File: src/rtl/fighter_anim_sequencer.sv
// fighter_anim_sequencer
// Chooses the fighter's animation state (stand/attack/move/hurt/defend) from
// player requests and hit events. It also steps the frame index that the sprite
// address generators use. frame_clk is brought into the Clk domain through a
// two-flop synchronizer. Every TICKS_PER_FRAME rising edges of frame_clk make
// one animation step. State and frame change only on a step.
// Optional feature macro: HURT_IFRAME_EN. When it is defined, the fighter
// ignores hits during hurt and for IFRAME_TICKS ticks after hurt ends.
module fighter_anim_sequencer #(
    parameter int TICKS_PER_FRAME  = 4,
    parameter int STAND_FRAMES     = 8,
    parameter int MOVE_FRAMES      = 5,
    parameter int ATTACK_FRAMES    = 9,
    parameter int HURT_FRAMES      = 4,
    parameter int DEFEND_FRAMES    = 1,
    parameter int ATTACK_HIT_FRAME = 4
`ifdef HURT_IFRAME_EN
    ,
    parameter int IFRAME_TICKS     = 30
`endif
) (
    input  logic       Clk,
    input  logic       Reset,
    input  logic       frame_clk,
    input  logic       move_l,
    input  logic       move_r,
    input  logic       defend,
    input  logic       attack,
    input  logic       hit,
    output logic [7:0] char_state,
    output logic [7:0] frame_num,
    output logic       frame_adv,
    output logic       hit_window,
    output logic       busy
);

    typedef enum logic [2:0] {
        ST_STAND  = 3'd0,
        ST_ATTACK = 3'd1,
        ST_MOVE_L = 3'd2,
        ST_MOVE_R = 3'd3,
        ST_HURT   = 3'd4,
        ST_DEFEND = 3'd5
    } state_t;

    // Last frame index in each state's sprite strip
    function automatic logic [7:0] last_frame(input state_t s);
        logic [7:0] r;
        case (s)
            ST_ATTACK: r = 8'(ATTACK_FRAMES - 1);
            ST_MOVE_L: r = 8'(MOVE_FRAMES - 1);
            ST_MOVE_R: r = 8'(MOVE_FRAMES - 1);
            ST_HURT:   r = 8'(HURT_FRAMES - 1);
            ST_DEFEND: r = 8'(DEFEND_FRAMES - 1);
            default:   r = 8'(STAND_FRAMES - 1);
        endcase
        return r;
    endfunction

    logic       fclk_meta_q, fclk_meta_d;
    logic       fclk_sync_q, fclk_sync_d;
    logic       fclk_prev_q, fclk_prev_d;
    logic       tick_q, tick_d;
    logic [3:0] tick_cnt_q, tick_cnt_d;
    logic       pend_atk_q, pend_atk_d;
    logic       pend_hit_q, pend_hit_d;
    state_t     state_q, state_d;
    logic [7:0] frame_q, frame_d;
    logic       frame_adv_q, frame_adv_d;

    logic       step;
    logic       hit_ignore;
    logic       atk_eff;
    logic       hit_eff;
    state_t     loop_next;

`ifdef HURT_IFRAME_EN
    localparam int IFW = $clog2(IFRAME_TICKS + 1);
    logic [IFW-1:0] iframe_cnt_q, iframe_cnt_d;
    assign hit_ignore = (state_q == ST_HURT) || (iframe_cnt_q != '0);
`else
    assign hit_ignore = 1'b0;
`endif

    // Next-state logic: synchronizer, tick counter, pending requests and the step decision
    always_comb begin
        fclk_meta_d = frame_clk;
        fclk_sync_d = fclk_meta_q;
        fclk_prev_d = fclk_sync_q;
        tick_d      = fclk_sync_q & ~fclk_prev_q;

        tick_cnt_d  = tick_cnt_q;
        state_d     = state_q;
        frame_d     = frame_q;
        frame_adv_d = 1'b0;
        loop_next   = ST_STAND;
        step        = 1'b0;

        // A pulse that arrives on the step cycle itself takes part in that step
        atk_eff     = pend_atk_q | attack;
        hit_eff     = pend_hit_q | (hit & ~hit_ignore);
        pend_atk_d  = atk_eff;
        pend_hit_d  = hit_eff;

`ifdef HURT_IFRAME_EN
        iframe_cnt_d = iframe_cnt_q;
        if (tick_q && (iframe_cnt_q != '0))
            iframe_cnt_d = iframe_cnt_q - 1'b1;
`endif

        if (tick_q) begin
            if (tick_cnt_q == 4'(TICKS_PER_FRAME - 1)) begin
                step       = 1'b1;
                tick_cnt_d = 4'd0;
            end else begin
                tick_cnt_d = tick_cnt_q + 4'd1;
            end
        end

        if (step) begin
            frame_adv_d = 1'b1;
            if (hit_eff) begin
                // A hit wins over everything and also cancels a queued attack
                state_d    = ST_HURT;
                frame_d    = 8'd0;
                pend_hit_d = 1'b0;
                pend_atk_d = 1'b0;
            end else if (state_q == ST_HURT || state_q == ST_ATTACK) begin
                if (frame_q == last_frame(state_q)) begin
                    state_d = ST_STAND;
                    frame_d = 8'd0;
                    // Attacks pressed during an attack are dropped, not chained
                    if (state_q == ST_ATTACK)
                        pend_atk_d = 1'b0;
`ifdef HURT_IFRAME_EN
                    if (state_q == ST_HURT)
                        iframe_cnt_d = IFW'(IFRAME_TICKS);
`endif
                end else begin
                    frame_d = frame_q + 8'd1;
                end
            end else if (atk_eff) begin
                state_d    = ST_ATTACK;
                frame_d    = 8'd0;
                pend_atk_d = 1'b0;
            end else begin
                if (defend)
                    loop_next = ST_DEFEND;
                else if (move_l ^ move_r)
                    loop_next = move_l ? ST_MOVE_L : ST_MOVE_R;
                else
                    loop_next = ST_STAND;

                state_d = loop_next;
                if (loop_next != state_q)
                    frame_d = 8'd0;
                else if (loop_next == ST_DEFEND)
                    frame_d = (frame_q >= last_frame(ST_DEFEND)) ? last_frame(ST_DEFEND)
                                                                 : frame_q + 8'd1;
                else
                    frame_d = (frame_q == last_frame(loop_next)) ? 8'd0 : frame_q + 8'd1;
            end
        end
    end

    // State register; reset takes effect immediately
    always_ff @(posedge Clk or negedge Reset) begin
        if (!Reset) begin
            fclk_meta_q <= 1'b0;
            fclk_sync_q <= 1'b0;
            fclk_prev_q <= 1'b0;
            tick_q      <= 1'b0;
            tick_cnt_q  <= 4'd0;
            pend_atk_q  <= 1'b0;
            pend_hit_q  <= 1'b0;
            state_q     <= ST_STAND;
            frame_q     <= 8'd0;
            frame_adv_q <= 1'b0;
`ifdef HURT_IFRAME_EN
            iframe_cnt_q <= '0;
`endif
        end else begin
            fclk_meta_q <= fclk_meta_d;
            fclk_sync_q <= fclk_sync_d;
            fclk_prev_q <= fclk_prev_d;
            tick_q      <= tick_d;
            tick_cnt_q  <= tick_cnt_d;
            pend_atk_q  <= pend_atk_d;
            pend_hit_q  <= pend_hit_d;
            state_q     <= state_d;
            frame_q     <= frame_d;
            frame_adv_q <= frame_adv_d;
`ifdef HURT_IFRAME_EN
            iframe_cnt_q <= iframe_cnt_d;
`endif
        end
    end

    assign char_state = {5'd0, state_q};
    assign frame_num  = frame_q;
    assign frame_adv  = frame_adv_q;
    assign hit_window = (state_q == ST_ATTACK) && (frame_q == 8'(ATTACK_HIT_FRAME));
    assign busy       = (state_q == ST_ATTACK) || (state_q == ST_HURT);

endmodule

File: config.mk
export PLATFORM = sky130hd
export DESIGN_NAME = fighter_anim_sequencer
export DESIGN_NICKNAME = d
export VERILOG_FILES = /design/src/rtl/fighter_anim_sequencer.sv
export SDC_FILE = /design/constraint.sdc
export NUM_CORES = 1
export LEC_CHECK = 0
export BUFFER_PORTS_ARGS = -buffer_cell sky130_fd_sc_hd__buf_2
export CORE_ASPECT_RATIO = 0.75
export CORE_MARGIN = 2
export CORE_UTILIZATION = 50
export CTS_CLUSTER_SIZE = 24
export DETAILED_ROUTE_END_ITERATION = 8
export GPL_ROUTABILITY_DRIVEN = 0
export PLACE_DENSITY = 0.75
export SLEW_MARGIN = 30
export SYNTH_ARGS = -nofsm -noshare
export SYNTH_HDL_FRONTEND = slang
export SYNTH_SLANG_ARGS = --single-unit
File: constraint.sdc
create_clock -name Clk -period 6 [get_ports Clk]
set_input_delay 1.2 -clock Clk [delete_from_list [all_inputs] [get_ports Clk]]
set_output_delay 1.2 -clock Clk [all_outputs]
set_load 0.1 [all_outputs]
Word-level counts from Yosys, hierarchy flattened. Cells that the tools add are included.

Add/sub/neg operators: 2. Order comparisons: 1. Eq/ne operators: 16. Mux-type cells: 40. Bitwise operators: 5. Reduce and logical (&&, ||, !) cells: 5.

Operators by type and width (number): two-way mux 8 bit (17); two-way mux 3 bit (9); == test 8 bit (2); one-hot mux 4 bit (4 select lines) (1); == test 3 x 2 -> 1 bit, second input constant (4); == test 3 bit, second input constant (4); one-hot mux 4 bit (3 select lines) (1); two-way mux 1 bit (10); adder 8 x 1 -> 8 bit, second input constant (1); == test 8 x 3 -> 1 bit, second input constant (1); >= comparator 8 x 1 -> 1 bit, second input constant (1); == test 3 x 1 -> 1 bit, second input constant (2); adder 4 x 1 -> 4 bit, second input constant (1); == test 4 x 2 -> 1 bit, second input constant (1); two-way mux 4 bit (1); OR reduction 2 bit (2); != test 3 x 1 -> 1 bit, second input constant (1); != test 3 bit (1); two-way mux 2 bit (1); OR 1 bit (2); AND reduction 2 bit (1); AND 1 bit (1); logical AND 1 bit (1); logical OR 1 bit (1); 2 further kinds (2).

Register bits: 22. Bits of input ports: 8.

Depth between registers and ports, before layout. Gate-level depths: netlist (run 1).

Word-level depth: 23. Depth in mapped cells: 9. Mapped depth without buffers: 8.

Worst setup path after synthesis (run 1). OpenSTA, ideal clock, no wires.

Path type: register -> output. Start: reg state_q[0]. End: out hit_window. Arrival: 2856 ps. Required time: 4800 ps. Setup slack: 1944 ps. Stages on the path, launching flop included: 4. Cell sequence: dfrtp_1 buf_6 or3b_1 nor2_1.

Longest elaborated chain between the ends: 2.

Ends and longest elaborated chain: start: declaration (line 67) `state_t state_q, state_d;`; start signal: assignment (line 190) `state_q <= state_d;`; == test 3 x 1 -> 1 bit (line 202) `assign hit_window = (state_q == ST_ATTACK) && (frame_q == 8'(ATTACK_HIT_FRAME));`; logical AND 1 bit (line 202); end: declaration (line 33) `output logic hit_window,`.

Every way passes these cells.

Final worst setup path (run 1).
Start: reg frame_q[4] (netlist: frame_num[4]). End: out hit_window.

Longest elaborated chain between the ends: 2.

Ends and longest elaborated chain: start: declaration (line 68) `logic [7:0] frame_q, frame_d;`; start signal: assignment (line 191) `frame_q <= frame_d;`; == test 8 x 3 -> 1 bit (line 202); logical AND 1 bit (line 202).

Every way passes these cells.

==> run summary, run 1 <==
CP cell instances -> nor4_1 > nand3_1 > nor2_1 > buf_2
number of setup violations in the final report -> 0
Synth Area per Inst -> 9.84 µm²
Synth Instances -> 148
CP max FO -> 8
IR Drop Worst-Case VDD -> 0.273 mV
synth warn -> 0
Highest Clock Rate -> 322 MHz
register area share after synthesis -> 0.378
setup ws final -> 2.90 ns
Pleak -> 0.702 nW
CTS max path bufs -> 2
run status -> finished clean
Critical Path RT -> 4.80 ns
GRT overflow -> 0
path category of the worst min-delay check -> flip-flop to flip-flop
Non-Filler Cell Area, Final -> 1540 µm²
Worst-Margin Slew -> 0.596 ns
dpl cells -> 194
Starting DRT DRC Count -> 38
All-Layer GR Usage -> 0.190
clk root buf -> clkbuf_8
met1 Resource Use GR -> 0.272
Final min period -> 3.10 ns
I/O pin cnt -> 27
CTS tree -> yes
first-pass GRT wire length -> 4.90 mm
final core occ -> 0.575
PortBufs -> 21
Core Footprint -> 2680 µm²
post-cts resize count -> 0
DRC Markers -> 0
met3 usage -> 0.0426
Yosys cell types -> 51
die footprint -> 3370 µm²
Die Y -> 50.7 µm
First-pass DRT Iterations -> 4
Final Skew -> 0.00131 ns
#FFs+latches synth -> 22
largest net degree at the start of global routing -> 23
Post-synth EDFFs -> 0
final hold vios -> 0
Fin Hold WS -> 0.353 ns
Slew HR -> 0.603
Nets -> 175
HPWL Detailed -> 2.13 mm
Chip Width -> 66.3 µm
Initial Util -> 0.543
CP Launch Type -> flip-flop
number of buffers created by CTS -> 3
final slew viol count -> 0
DP Area -> 1490 µm²
Tcrit/Tclk final -> 0.517
H-tree depth -> 1
met2 usage -> 0.303
ys flop type -> dfrtp_1
final cell count without fillers -> 198
total power -> 0.732 mW
Critical Path AT -> 1.90 ns
Post-Place Setup Slack -> 2.78 ns
post-CTS setup buffers -> 0
routed vias -> 1,123
n_diodes -> 0
post-DR vias/cell -> 5.67
Syn Std Cell Area -> 1460 µm²
wire per inst -> 14.2 µm
RSZ-0062 raised after global routing -> no
CTS sink cnt -> 22
Synth-to-Final Area Change -> 5.93%
critical path class -> flip-flop to output pin
Hold-fix buffers, CTS -> 0
ANT nets after route -> 0
final WL -> 2.81 mm
CTS clk-pin slew, worst paths -> 0.07 ns
Max-cap violations -> 0
filler instances -> 247
initial antenna violation count -> 0
vias in the first global route -> 1,077
Rows -> 16
setup TNS -> 0 ns
ratio of cells with drive above 1 in the final layout -> 0.265
Clk Latency, worst-skew pair -> 0.25 ns
CP max stage delay -> 0.50 ns
Post-synth ARST share -> 1.00
layer with the highest usage -> met2
PwrDens -> 475 nW/µm²
critical path capture point type -> output pin
CP max-delay cell -> nor4_1
power by group:
group / internal, mW / total (mW) / leakage (nW) / switching [mW]
Combinational: 0.0917 / 0.395 / 0.393 / 0.304
Sequential: 0.177 / 0.235 / 0.280 / 0.0581
Clock: 0.0584 / 0.102 / 0.0288 / 0.0439
cell usage in the layout, fill, tap and decap left out, drive strengths merged, types with 4 or more instances in the layout:
master	n
dfrtp	22
buf	21
nand2	11
nor2	9
a21oi	9
or3	7
a21o	6
o21ai	6
inv	5
nand3	5
conb	5
xnor2	4
or2	4
nor2b	4
ha	4
clkbuf	4
routing by layer:
metal,wire [µm],up-vias
met3,139,2
met2,1290,24
met5,0,-
met4,11,0
li1,-,544
met1,1360,553
sequential cells by signal, summed over array words and instances (netlist names):
signal and cells:
fclk_meta_q 1, fclk_prev_d 1, fclk_prev_q 1, frame_adv 1, frame_num 8, pend_atk_q 1, pend_hit_q 1, state_q 3
tick_cnt_q 4, tick_q 1
critical path: cells and delay by family, from the launching register on:
family / cells / cell delay (ns)
DFF: 1 / 0.46
buffers and inverters: 1 / 0.43
and+or+nand+nor: 3 / 0.76
synth_stat cells (2+ instances only):
master | number | area [µm²]
a21o_1 | 6 | 45.0
a21oi_1 | 8 | 40.0
a31oi_1 | 2 | 12.5
buf_4 | 8 | 60.1
buf_6 | 4 | 45.0
dfrtp_1 | 22 | 551
ha_1 | 4 | 50.1
inv_1 | 5 | 18.8
nand2_1 | 11 | 41.3
nand2b_1 | 2 | 12.5
nand3_1 | 5 | 25.0
nor2_1 | 9 | 33.8
nor2b_1 | 4 | 25.0
nor3_1 | 2 | 10.0
nor4b_1 | 2 | 17.5
o21ai_0 | 4 | 20.0
o22ai_1 | 2 | 12.5
o41ai_1 | 2 | 17.5
or2_2 | 4 | 25.0
or3_1 | 6 | 37.5
or4_4 | 2 | 22.5
xnor2_1 | 4 | 35.0
xor2_1 | 2 | 17.5
cells by family (layout without fill, tap and decap cells):
kind of cell	Yosys count	after routing	share of synthesized area
muxes	2	2	0.0146
adders and majority gates	4	4	0.0344
buffers and inverters	21	31	0.107
DFF	22	22	0.378
other	1	5	0.00257
and+or+nand+nor	57	57	0.243
xor gates and xnor gates	6	6	0.0361
AOI/OAI and AO/OA	35	35	0.184
area by class of cell:
| cell class | instances | area (µm²) | area share |
|---|---|---|---|
| Multi-Input combinational cell | 109 | 764 | 0.496 |
| Clock buffer | 4 | 55.1 | 0.0357 |
| Timing Repair Buffer | 21 | 105 | 0.0681 |
| Tap cell | 36 | 45.0 | 0.0292 |
| Inverter | 6 | 22.5 | 0.0146 |
| Sequential cell | 22 | 551 | 0.357 |
worst paths after layout:
| kind | depth (start not counted) | to | slack, ns | startpoint |
|---|---|---|---|---|
| worst max-delay path | 4 | hit_window | 2.90 | frame_num[4] |
| worst min-delay path | 0 | fclk_prev_d | 0.35 | fclk_meta_q |
| worst max register to register | 8 | state_q[0] | 3.80 | tick_cnt_q[0] |
| worst min register to register | 0 | fclk_prev_d | 0.35 | fclk_meta_q |
| max in group asynchronous | 1 | frame_num[2] | 4.78 | Reset |
| min in group asynchronous | 1 | pend_atk_q | 0.89 | Reset |
No activity file was read; power rests on OpenSTA's default activity.
==> run 2: changes to the inputs <==
==> constraint.sdc (replaced) <==
create_clock -name Clk -period 3.25 [get_ports Clk]
set_input_delay 0.65 -clock Clk [delete_from_list [all_inputs] [get_ports Clk]]
set_output_delay 0.65 -clock Clk [all_outputs]
set_load 0.1 [all_outputs]
==> run 2 against run 1 <==
Total power is 84% higher; routed wire length decreased by 0.11%; via count fell by 0.98%; first-iteration DRC count rose by 110%; final area up 0.16%; combinational power is 84% higher; critical endpoint unchanged.
==> run summary, run 2 (synthesis results as in run 1) <==
Tcrit/Tclk final -> 0.813
Starting DRT DRC Count -> 78
IR Drop Worst-Case VDD -> 0.548 mV
Nets -> 175
path category of the worst min-delay check -> input port to asynchronous set/reset pin
Clk Latency, worst-skew pair -> 0.26 ns
post-cts resize count -> 0
GRT overflow -> 0
Final min period -> 2.64 ns
CTS max path bufs -> 2
routed vias -> 1,112
final core occ -> 0.576
switching part of the total -> 0.553
final slew viol count -> 0
max reg flops -> 8
Initial Util -> 0.543
CP cell instances -> nor4_1 > nand3_1 > nor2_2 > buf_2
critical path capture point type -> output pin
DRC Markers -> 0
All-Layer GR Usage -> 0.181
PortBufs -> 21
Hold-fix buffers, CTS -> 0
dpl cells -> 194
First-pass DRT Iterations -> 4
I/O pin cnt -> 27
HPWL Detailed -> 2.09 mm
Cell Int Power -> 0.603 mW
final hold vios -> 0
Clk pwr share -> 0.142
vias in the first global route -> 1,005
Seq pwr share -> 0.320
PwrDens -> 872 nW/µm²
clk root buf -> clkbuf_8
wire per inst -> 14.2 µm
ANT nets after route -> 0
Sw Pwr -> 0.745 mW
CP bufs+invs -> 1
post-DR vias/cell -> 5.62
Rows -> 16
Critical Path RT -> 2.60 ns
Final Skew -> 0.00437 ns
Core Footprint -> 2680 µm²
ratio of cells with drive above 1 in the final layout -> 0.272
CP Launch Type -> flip-flop
post-CTS setup buffers -> 0
first-pass GRT wire length -> 4.66 mm
Critical Path AT -> 1.99 ns
CTS tree -> yes
Worst-Margin Slew -> 0.575 ns
initial antenna violation count -> 0
number of setup violations in the final report -> 0
most frequent cells in the layout -> 22 x dfrtp_1, 21 x buf_2, 11 x nand2_1
final cell count without fillers -> 198
Synth-to-Final Area Change -> 6.10%
Comb power frac -> 0.538
CTS clk-pin slew, worst paths -> 0.07 ns
Chip Width -> 66.3 µm
Post-Place Setup Slack -> 0.584 ns
Pleak -> 0.702 nW
CP max stage delay -> 0.55 ns
final WL -> 2.80 mm
setup TNS -> 0 ns
largest net degree at the start of global routing -> 23
CP max FO -> 8
CP max-delay cell -> nor4_1
CTS sink cnt -> 22
H-tree depth -> 1
critical path's top delay family -> simple AND/OR/NAND/NOR gates
Slew HR -> 0.617
number of buffers created by CTS -> 3
run status -> finished clean
critical path class -> flip-flop to output pin
Die Y -> 50.7 µm
setup ws final -> 0.608 ns
RSZ-0062 raised after global routing -> no
n_diodes -> 0
Highest Clock Rate -> 379 MHz
Max-cap violations -> 0
die footprint -> 3370 µm²
commonest non-fill, non-tap cell in the layout -> dfrtp_1
==> run 2: cell types whose count changed in the layout (fill, tap and decap cells not counted) <==
cell / change
nor2_1: -1
nor2_2: +1
==> run 2: final cells by class <==
type	instances	area [µm²]
clock buffer	4	55.1
fill	253	1140
inverter	6	22.5
multi-input combinational	109	767
sequential	22	551
tap	36	45.0
timing repair buffer	21	105
==> run 2: routing by layer <==
layer	global-route usage	part of all wire	up-vias	routed length, µm
met5	0	0	-	0
li1	-	-	546	-
met2	0.275	0.45	41	1250
met1	0.267	0.47	525	1320
met3	0.0493	0.083	0	233
met4	0.0204	0	0	0
==> run 2: worst reg2reg max path, stage by stage, from the launching register on <==
cell and delay, ns:
dfrtp_1 0.41, ha_1 0.21, nand2_1 0.08, or3_1 0.48, clkinv_1 0.44, o21ai_0 0.17
nor2_1 0.06, a21oi_1 0.11, o41ai_1 0.09
==> run 2: power by group through the flow <==
stage / Clock, mW / Combinational [mW] / Sequential (mW)
6_report: 0.191 / 0.725 / 0.432
2_1_floorplan: 0 / 0.502 / 0.606
3_5_place_dp: 0 / 0.725 / 0.436
3_3_place_gp: 0 / 0.716 / 0.429
4_1_cts: 0.196 / 0.727 / 0.429
5_1_grt: 0.203 / 0.773 / 0.443
==> run 2: final timing paths <==
check | startpoint | endpoint | slack, ns | cells after the start
min in group Clk | fclk_meta_q | fclk_prev_d | 0.36 | 0
max in group asynchronous | Reset | fclk_prev_d | 2.57 | 1
setup / recovery | frame_num[4] | hit_window | 0.61 | 4
hold reg to reg | fclk_meta_q | fclk_prev_d | 0.36 | 0
setup reg to reg | tick_cnt_q[0] | state_q[0] | 1.09 | 8
hold / removal | Reset | pend_atk_q | 0.34 | 1
==> run 2: metrics by stage <==
stage	total power, mW	instance area [µm²]	hold WS (ns)
global route	1.42	1550	0.362
floorplan	1.11	1470	0.331
detailed placement	1.16	1490	0.342
finish	1.35	1550	0.345
global placement	1.15	1490	0.332
CTS	1.35	1550	0.358
==> run 3: changes to the inputs <==
--- a/config.mk
+++ b/config.mk
@@ -8,11 +8,11 @@
 export BUFFER_PORTS_ARGS = -buffer_cell sky130_fd_sc_hd__buf_2
 export CORE_ASPECT_RATIO = 0.75
 export CORE_MARGIN = 2
-export CORE_UTILIZATION = 50
+export CORE_UTILIZATION = 49
 export CTS_CLUSTER_SIZE = 24
 export DETAILED_ROUTE_END_ITERATION = 8
 export GPL_ROUTABILITY_DRIVEN = 0
-export PLACE_DENSITY = 0.75
+export PLACE_DENSITY = 0.77
 export SLEW_MARGIN = 30
 export SYNTH_ARGS = -nofsm -noshare
 export SYNTH_HDL_FRONTEND = slang
==> constraint.sdc (replaced) <==
create_clock -name Clk -period 2.2 [get_ports Clk]
set_input_delay 0.44 -clock Clk [delete_from_list [all_inputs] [get_ports Clk]]
set_output_delay 0.44 -clock Clk [all_outputs]
set_load 0.1 [all_outputs]
==> run 3 against run 2 <==
Core utilization up 2.5 points; die area grew 1.9%; largest power group unchanged; sequential share of layout area decreased by 2.7 points; final cell count is 7.1% higher; final area increased by 12%; first-iteration DRC count is 45% lower; critical path depth rose by 5; critical path type is now input port to flip-flop; worst setup slack got worse by 0.56 ns; register-to-register slack worse by 0.95 ns.
==> run summary, run 3 (synthesis results as in run 1) <==
run status -> finished clean
All-Layer GR Usage -> 0.217
setup ws final -> 0.0490 ns
CP max-delay cell -> or4_4
commonest non-fill, non-tap cell in the layout -> buf_2
die footprint -> 3430 µm²
I/O pin cnt -> 27
n_diodes -> 0
final cell count without fillers -> 212
CP Launch Type -> input port
critical path capture point type -> flip-flop
Core Footprint -> 2890 µm²
Chip Width -> 67.0 µm
CP bufs+invs -> 2
PwrDens -> 1240 nW/µm²
Cell Int Power -> 0.977 mW
Final Skew -> 0.0108 ns
Comb power frac -> 0.570
final core occ -> 0.601
number of setup violations in the final report -> 0
Clk pwr share -> 0.120
DP Area -> 1630 µm²
H-tree depth -> 1
Fin Hold WS -> 0.133 ns
PortBufs -> 21
Highest Clock Rate -> 465 MHz
CTS sink cnt -> 22
GRT overflow -> 0
dpl cells -> 206
Tcrit/Tclk final -> 0.978
Critical Path AT -> 2.30 ns
routed vias -> 1,191
First-pass DRT Iterations -> 4
wire per inst -> 16.0 µm
CP cell instances -> buf_2 > inv_1 > ha_4 > nor2b_1 > or4_4 > a211oi_4 > a2bb2oi_4 > o21ai_2 > a21o_1
CTS tree -> yes
Max-cap violations -> 0
HPWL Detailed -> 2.44 mm
reg2reg start -> frame_num[1]
Critical Path RT -> 2.35 ns
Seq pwr share -> 0.310
path category of the worst min-delay check -> input port to asynchronous set/reset pin
FF-to-FF End -> frame_num[7]
CP max FO -> 5
final hold vios -> 0
Nets -> 187
R2R depth -> 5
Die Y -> 51.2 µm
number of buffers created by CTS -> 3
Initial Util -> 0.503
post-DR vias/cell -> 5.62
max reg flops -> 8
CTS clk-pin slew, worst paths -> 0.08 ns
initial antenna violation count -> 0
Synth-to-Final Area Change -> 19.3%
ANT nets after route -> 0
CP max stage delay -> 0.45 ns
critical path's top delay family -> compound AO/OA/AOI/OAI gates
Pleak -> 0.750 nW
Sw Pwr -> 1.17 mW
Post-Place Setup Slack -> -0.206 ns
critical path class -> input port to flip-flop
CTS max path bufs -> 2
Clk Latency, worst-skew pair -> 0.26 ns
most frequent cells in the layout -> 19 x buf_2, 11 x nand2_1, 11 x dfrtp_1, 11 x buf_4
DRC Markers -> 0
total power -> 2.15 mW
Final min period -> 2.15 ns
Crit path depth -> 9
largest net degree at the start of global routing -> 23
IR Drop Worst-Case VDD -> 0.818 mV
clk root buf -> clkbuf_8
ratio of cells with drive above 1 in the final layout -> 0.408
Starting DRT DRC Count -> 43
setup TNS -> 0 ns
Rows -> 17
final WL -> 3.40 mm
final slew viol count -> 0
vias in the first global route -> 1,123
RSZ-0062 raised after global routing -> no
first-pass GRT wire length -> 5.44 mm
switching part of the total -> 0.545
Non-Filler Cell Area, Final -> 1740 µm²
r2r setup slk -> 0.14 ns
run 3: cell count changes in the layout (fill, tap and decap cells not counted), moves of 2 or more:
cell,previous run,this run
buf_12,0,2
buf_2,21,19
buf_4,0,11
dfrtp_1,22,11
dfrtp_2,0,8
dfrtp_4,0,3
run 3: per-layer routing:
layer,global-route usage,wire [µm]
met1,0.301,1540
met2,0.357,1620
met3,0.0463,194
met4,0.0374,47
met5,0,0
run 3: area by class of cell:
class / count / area, µm²
inverter: 6 / 26.3
sequential: 22 / 572
clock buffer: 4 / 45.0
tap: 38 / 47.5
multi-input combinational: 110 / 830
timing repair buffer: 32 / 218
fill: 264 / 1150
run 3: how the worst max path moves through the flow:
| stage | from | to | slack [ns] |
|---|---|---|---|
| after floorplan | state_q[0] | frame_num[6] | -0.14 |
| after global placement | move_l | frame_num[7] | -0.13 |
| after detailed placement | move_l | frame_num[7] | -0.21 |
| after CTS | state_q[1] | hit_window | 0.02 |
| after global routing | state_q[1] | hit_window | 0.004 |
| final | move_l | frame_num[7] | 0.05 |
run 3: what timing repair did:
item                                    in CTS  in global routing
gates cloned                                 0                  1
resized for setup                            1                  5
pin swaps                                    0                  1
hold buffers                                 0                  0
endpoints found under the setup margin       1                  4
setup buffers                                0                  1
run 3: power groups by stage:
stage | Clock (mW) | Combinational, mW | Sequential (mW)
detailed placement | 0 | 1.20 | 0.666
finish | 0.258 | 1.23 | 0.667
floorplan | 0 | 0.788 | 0.922
global route | 0.286 | 1.30 | 0.687
CTS | 0.267 | 1.20 | 0.662
global placement | 0 | 1.17 | 0.656
